==> config.mk <==
export PLATFORM = sky130hd
export DESIGN_NAME = ipv_expander
export DESIGN_NICKNAME = d
export VERILOG_FILES = /design/src/rtl/ipv_expander.sv
export SDC_FILE = /design/constraint.sdc
export NUM_CORES = 1
export LEC_CHECK = 0
export ABC_CLOCK_PERIOD_IN_PS = 2400
export CAP_MARGIN = 15
export CORE_ASPECT_RATIO = 1.2
export CORE_UTILIZATION = 27
export DETAILED_ROUTE_END_ITERATION = 8
export PLACE_DENSITY_LB_ADDON = 0.25
export SLEW_MARGIN = 10
export SYNTH_ARGS = -nofsm -noshare
export SYNTH_HDL_FRONTEND = slang
export SYNTH_SLANG_ARGS = --single-unit
==> constraint.sdc <==
create_clock -name clk -period 2.4 [get_ports clk]
set_input_delay 0.48 -clock clk [delete_from_list [all_inputs] [get_ports clk]]
set_output_delay 0.48 -clock clk [all_outputs]
set_load 0.01 [all_outputs]
==> src/rtl/ipv_expander.sv <==
// IPV expander: serialises an MSB-aligned thermometer vote vector onto the
// one-bit IPV line, one bit per cycle, in free-running K-cycle frames. A
// one-entry holding buffer sits between the upstream producer and the frame
// boundary, so a new vector can be accepted while the current one is sent.
module ipv_expander #(
    parameter int K = 4
) (
    input  logic         clk,
    input  logic         rst,
    input  logic [K-1:0] vov_in,
    input  logic         vov_valid,
    output logic         vov_ready,
    output logic         ipv_out,
    output logic         frame_start,
    output logic         frame_active,
    output logic         underrun,
    output logic         therm_err
);

    // Phase value of the last bit of a frame; the frame reload happens on
    // the edge that ends this phase.
    localparam logic [2:0] LAST_PHASE = 3'(K - 1);

    // Number of ones in a vector (0..K). An illegal vector is still sent as
    // its popcount, so this is the only value that travels down the line.
    function automatic logic [3:0] popcount(input logic [K-1:0] v);
        logic [3:0] cnt;
        cnt = 4'd0;
        for (int i = 0; i < K; i++) begin
            cnt = cnt + 4'(v[i]);
        end
        return cnt;
    endfunction

    // MSB-aligned thermometer code holding 'c' ones: the only legal shape of
    // an input vector (all-zero and all-one included).
    function automatic logic [K-1:0] therm_of(input logic [3:0] c);
        logic [K-1:0] t;
        t = '0;
        for (int i = 0; i < K; i++) begin
            t[K-1-i] = (4'(i) < c);
        end
        return t;
    endfunction

    // Frame phase, free-running from reset so a reducer reset on the same
    // cycle stays aligned with it.
    logic [2:0] r_phase;

    // Holding buffer: popcount of the accepted but not yet framed vector.
    logic       r_buf_full;
    logic [3:0] r_buf_cnt;

    // Frame currently on the line.
    logic [3:0] r_frame_cnt;
    logic       r_frame_active;

    // Status flags.
    logic       r_started;
    logic       r_underrun;
    logic       r_therm_err;

    logic       w_last;
    logic       w_ready;
    logic       w_xfer;
    logic [3:0] w_vec_cnt;
    logic       w_vec_legal;
    logic       w_bypass;
    logic       w_load_active;
    logic [3:0] w_load_cnt;

    // Handshake: vov_ready is high whenever the buffer is empty, or at the
    // last phase of a frame (the buffer drains into the frame on that edge,
    // so a new vector can take its place). A transfer happens on every edge
    // where vov_valid & vov_ready; vov_in is ignored while vov_valid is low.
    // vov_ready depends only on registers, never on vov_valid.
    assign w_last      = (r_phase == LAST_PHASE);
    assign w_ready     = !r_buf_full || w_last;
    assign w_xfer      = vov_valid && w_ready;
    assign w_vec_cnt   = popcount(vov_in);
    assign w_vec_legal = (vov_in == therm_of(w_vec_cnt));

    // A vector accepted at the frame boundary with an empty buffer goes
    // straight into the next frame; otherwise the buffer feeds the frame.
    assign w_bypass = w_last && !r_buf_full && w_xfer;

    // Contents of the next frame, used only on the last-phase edge.
    always_comb begin
        w_load_active = 1'b0;
        w_load_cnt    = 4'd0;
        if (r_buf_full) begin
            w_load_active = 1'b1;
            w_load_cnt    = r_buf_cnt;
        end else if (w_xfer) begin
            w_load_active = 1'b1;
            w_load_cnt    = w_vec_cnt;
        end
    end

    // Phase counter: 0..K-1, wrapping.
    always_ff @(posedge clk) begin
        if (rst) begin
            r_phase <= 3'd0;
        end else if (w_last) begin
            r_phase <= 3'd0;
        end else begin
            r_phase <= r_phase + 3'd1;
        end
    end

    // Holding buffer: filled by a transfer, emptied by a frame load.
    always_ff @(posedge clk) begin
        if (rst) begin
            r_buf_full <= 1'b0;
            r_buf_cnt  <= 4'd0;
        end else if (w_xfer && !w_bypass) begin
            r_buf_full <= 1'b1;
            r_buf_cnt  <= w_vec_cnt;
        end else if (w_last) begin
            r_buf_full <= 1'b0;
        end
    end

    // Frame register: reloaded at the edge ending the last phase.
    always_ff @(posedge clk) begin
        if (rst) begin
            r_frame_cnt    <= 4'd0;
            r_frame_active <= 1'b0;
        end else if (w_last) begin
            r_frame_cnt    <= w_load_cnt;
            r_frame_active <= w_load_active;
        end
    end

    // Status: started latch, underrun at phase 0 of idle frames once any
    // vector was accepted, and a one-cycle flag for illegal vectors.
    always_ff @(posedge clk) begin
        if (rst) begin
            r_started   <= 1'b0;
            r_underrun  <= 1'b0;
            r_therm_err <= 1'b0;
        end else begin
            if (w_xfer) begin
                r_started <= 1'b1;
            end
            // An idle next frame implies no transfer on this edge, so the
            // current started flag is the right one to look at.
            r_underrun  <= w_last && !w_load_active && r_started;
            r_therm_err <= w_xfer && !w_vec_legal;
        end
    end

    // Ones first, then zeros: phase below the frame count sends a one.
    assign ipv_out      = ({1'b0, r_phase} < r_frame_cnt);
    assign frame_start  = (r_phase == 3'd0);
    assign frame_active = r_frame_active;
    assign underrun     = r_underrun;
    assign therm_err    = r_therm_err;
    assign vov_ready    = w_ready;

endmodule

==> results.txt <==
----------------------------------------------------
[Outcome]
  Outcome ... complete, no violations

[Cells and area]
  Number of nets in the final layout ... 123
  Fraction of layout instances using a drive strength above 1 ... 16.0%
  Final core area utilization ... 38.9%
  Antenna diode count ... 0
  Number of fill cells in the layout ... 283
  Area added between synthesis and finish ... 34.4%
  Most used cells in the layout excluding fill and tap cells ... 14 x dfxtp_1, 11 x clkdlybuf4s50_1, 10 x nand2_1, 10 x nor2_1, 9 x inv_1
  Most common library cell in the layout ignoring fill and taps ... dfxtp_1

[Clocking]
  CTS tree ... built
  Longest Clk Path Bufs ... 2
  CTS Root Buffer Type ... clkbuf_4
  Inserted Clock Buffers ... 3
  H-tree lvl count ... 1
  Number of setup buffers added after CTS ... 0
  Post-cts hold buffer count ... 0
  Clock insertion delay at the later pin of the skew report ... 0.28 ns
  Clk slew on worst S/H paths ... 0.09 ns
  Number of clock sinks seen by CTS ... 14

[Run]
  Max-cap violation count ... 0

[Drt]
  Via count ... 622
  Drt wl/cell ... 9.74 um
  DRT Pass-1 Iters ... 4
  DRC violations left ... 0
  Via density per instance ... 4.47
  Detail Route Antenna Nets ... 0
  First DRT Iteration DRCs ... 5
  Total Wirelength ... 1350 um

[Critical path]
  Top Family by Delay on Critical Path ... adder cells
  Number of cells on the worst reg-to-reg path ... 7
  Top fanout value on the critical path ... 4
  CP arrival ... 2.46 ns
  FF-to-FF setup slack ... 0.92 ns
  Kind of launch point of the worst setup path ... input pin
  Worst path buffer plus inverter count ... 1
  Cell with the largest stage delay on the worst path ... fa_1
  Sequence of cells on the critical path ... clkdlybuf4s50_1 > fa_1 > ha_2 > ha_4 > maj3_2 > o32ai_2 > a211oi_1
  Critical path's largest stage delay ... 0.52 ns
  Beginning of the worst register-to-register path ... r_phase[0]
  Endpoint kind of the worst setup timing path ... register
  Data required time at the worst endpoint ... 2.55 ns
  Crit Path Class ... in -> reg
  Crit Reg-Reg Endpoint ... r_buf_cnt[1]

[Timing]
  Number of hold violations in the final report ... 0
  Maximum achievable frequency ... 432 MHz
  Clock Skew ... 0.00531 ns
  Max-slew violation count ... 0
  Worst relative slew slack ... 66.6%
  Post-layout min period ... 2.32 ns
  Final period utilization ... 96.5%
  Setup repair after global routing missed its margin ... no
  Tightest Pin Transition ... 0.499 ns
  Final setup slack of the worst path ... 0.0834 ns
  Setup violations, final ... 0

[Placement]
  Post-placement setup slack ... -0.342 ns
  Global placer's final weighted congestion ... 0.688
  IO buf count ... 12
  Sum of net half-perimeters after detailed placement ... 1050 um

[Die]
  DIE HEIGHT ... 59.6 um
  Starting density of the core ... 28.9%
  Cell Rows ... 20
  CORE AREA ... 0.00258 mm2
  Die width ... 50.0 um
  Die outline area ... 0.00298 mm2
  Count of pins on the block boundary ... 13

[Synthesis]
  Syn Nets ... 103
  Number of instances in the synthesized netlist ... 87
  Post-synthesis instance area ... 746 um2
  Seq cells post-synth ... 14
  Per-instance average area after synthesis ... 8.57 um2
  Number of warnings reported in the yosys synthesis log ... 0
  Unique cell type count in the Yosys netlist ... 26
  Part of the Yosys area used for sequential elements ... 37.6%

[Hold path]
  Type of the worst min-delay path ... reg -> reg
  Endpoint, Worst Hold ... underrun
  Instance count along the most critical hold path ... 2
  Source of the worst hold timing path ... r_started

[GRT]
  Vias in the first global route ... 615
  Global-route wire length before repair ... 2540 um
  Pin count of the biggest net entering global routing ... 15
  All-Layer GR Usage ... 11.2%
  Global-route congestion overflow total ... 0
  Number of antenna violations at the first check in global routing ... 0

[Power and ir drop]
  Static leakage power ... 0.417 nW
  Ratio of total power to cell area ... 614 mW/mm2
  Worst-case vdd ir drop ... 203 uV

----------------------------------------------------
## synth_stat cells (all sizes together)
cell    number  share of area, %
nand2b       2               2.0
a21oi        4               2.7
nand2       10               5.0
o211ai       3               3.0
nor3b        1               1.0
nor3         3               2.0
xor2         1               1.2
inv          9               4.5
a21o         1               1.0
fa           1               2.7
nor4         1              0.84
o21ai        4               2.7
dfxtp       14                38
ha           8                13
maj3         1               1.5
buf          3               2.0
o32ai        1               1.2
nor2        10               5.0
nand3        2               2.0
a211oi       2               2.0
mux2i        3               4.0
nor2b        1              0.84
xnor2        1               1.2
clkbuf       1              0.50
## worst min-delay path: cells and delay by family (launching register included)
family,cells,cell delay (ns)
flip-flops,1,0.32
AND/OR/NAND/NOR,2,0.10
## timing repair
item,CTS,global route
endpoints found under the setup margin,1,1
pin swaps,0,0
resized for setup,1,3
## power by group
| part | leakage [nW] | total [W] | internal (W) | switching [W] |
|---|---|---|---|---|
| logic | 0.281 | 0.000184 | 0.000103 | 0.0000807 |
| registers | 0.115 | 0.000265 | 0.000252 | 0.0000138 |
| clock network | 0.0210 | 0.000166 | 0.0000922 | 0.0000737 |
| total | 0.417 | 0.000615 | 0.000447 | 0.000168 |
## kinds of logic after synthesis
logic type      Yosys count  synth area share (%)
compound gates           15                  12.6
fa+ha+maj                10                  17.6
simple gates             30                  18.8
xor+xnor                  2                  2.35
buf+inv                  13                  7.05
mux                       3                  4.03
flops                    14                  37.6
## per-layer routing
metal | up-vias | GRT usage [%] | share of wire, %
met5 | - | 0 | 0
met4 | 0 | 6.12 | 1.3
met3 | 2 | 1.54 | 2.1
met2 | 9 | 21.8 | 55
met1 | 281 | 11.4 | 41
li1 | 330 | - | -
## worst max path at each step
stage / start / end / slack [ns] / depth (start not counted)
2_1_floorplan: vov_in[0] / therm_err / 0.22 / 6
3_3_place_gp: vov_in[0] / therm_err / -0.30 / 7
3_5_place_dp: vov_in[0] / therm_err / -0.34 / 7
4_1_cts: vov_in[0] / therm_err / 0.03 / 7
5_1_grt: vov_in[1] / therm_err / 0.03 / 7
6_report: vov_in[1] / therm_err / 0.08 / 7
## metrics by stage
stage	TNS, ns	cell area (um2)	hold slack, ns	power [W]	std cells
2_1_floorplan	0	746	0.427	0.000371	87
3_3_place_gp	-0.487	941	0.448	0.000440	135
3_5_place_dp	-0.667	941	0.448	0.000445	135
4_1_cts	0	990	0.462	0.000619	139
5_1_grt	0	1000	0.480	0.000657	139
6_report	0	1000	0.461	0.000615	139
## flip-flops by register name (all words and copies together) (netlist names)
register	cells
frame_active	1
underrun	1
r_buf_full	1
r_phase	3
r_buf_cnt	3
r_frame_cnt	3
r_started	1
therm_err	1
## cell type report
class	instances	area, um2	area share (%)
Clock buffer	4	36.3	3.62
Timing Repair Buffer	19	175	17.5
Tap cell	33	41.3	4.12
Sequential cell	14	280	28.0
Inverter	9	33.8	3.37
Multi-Input combinational cell	60	435	43.4
Power figures use the tool's default switching activity.
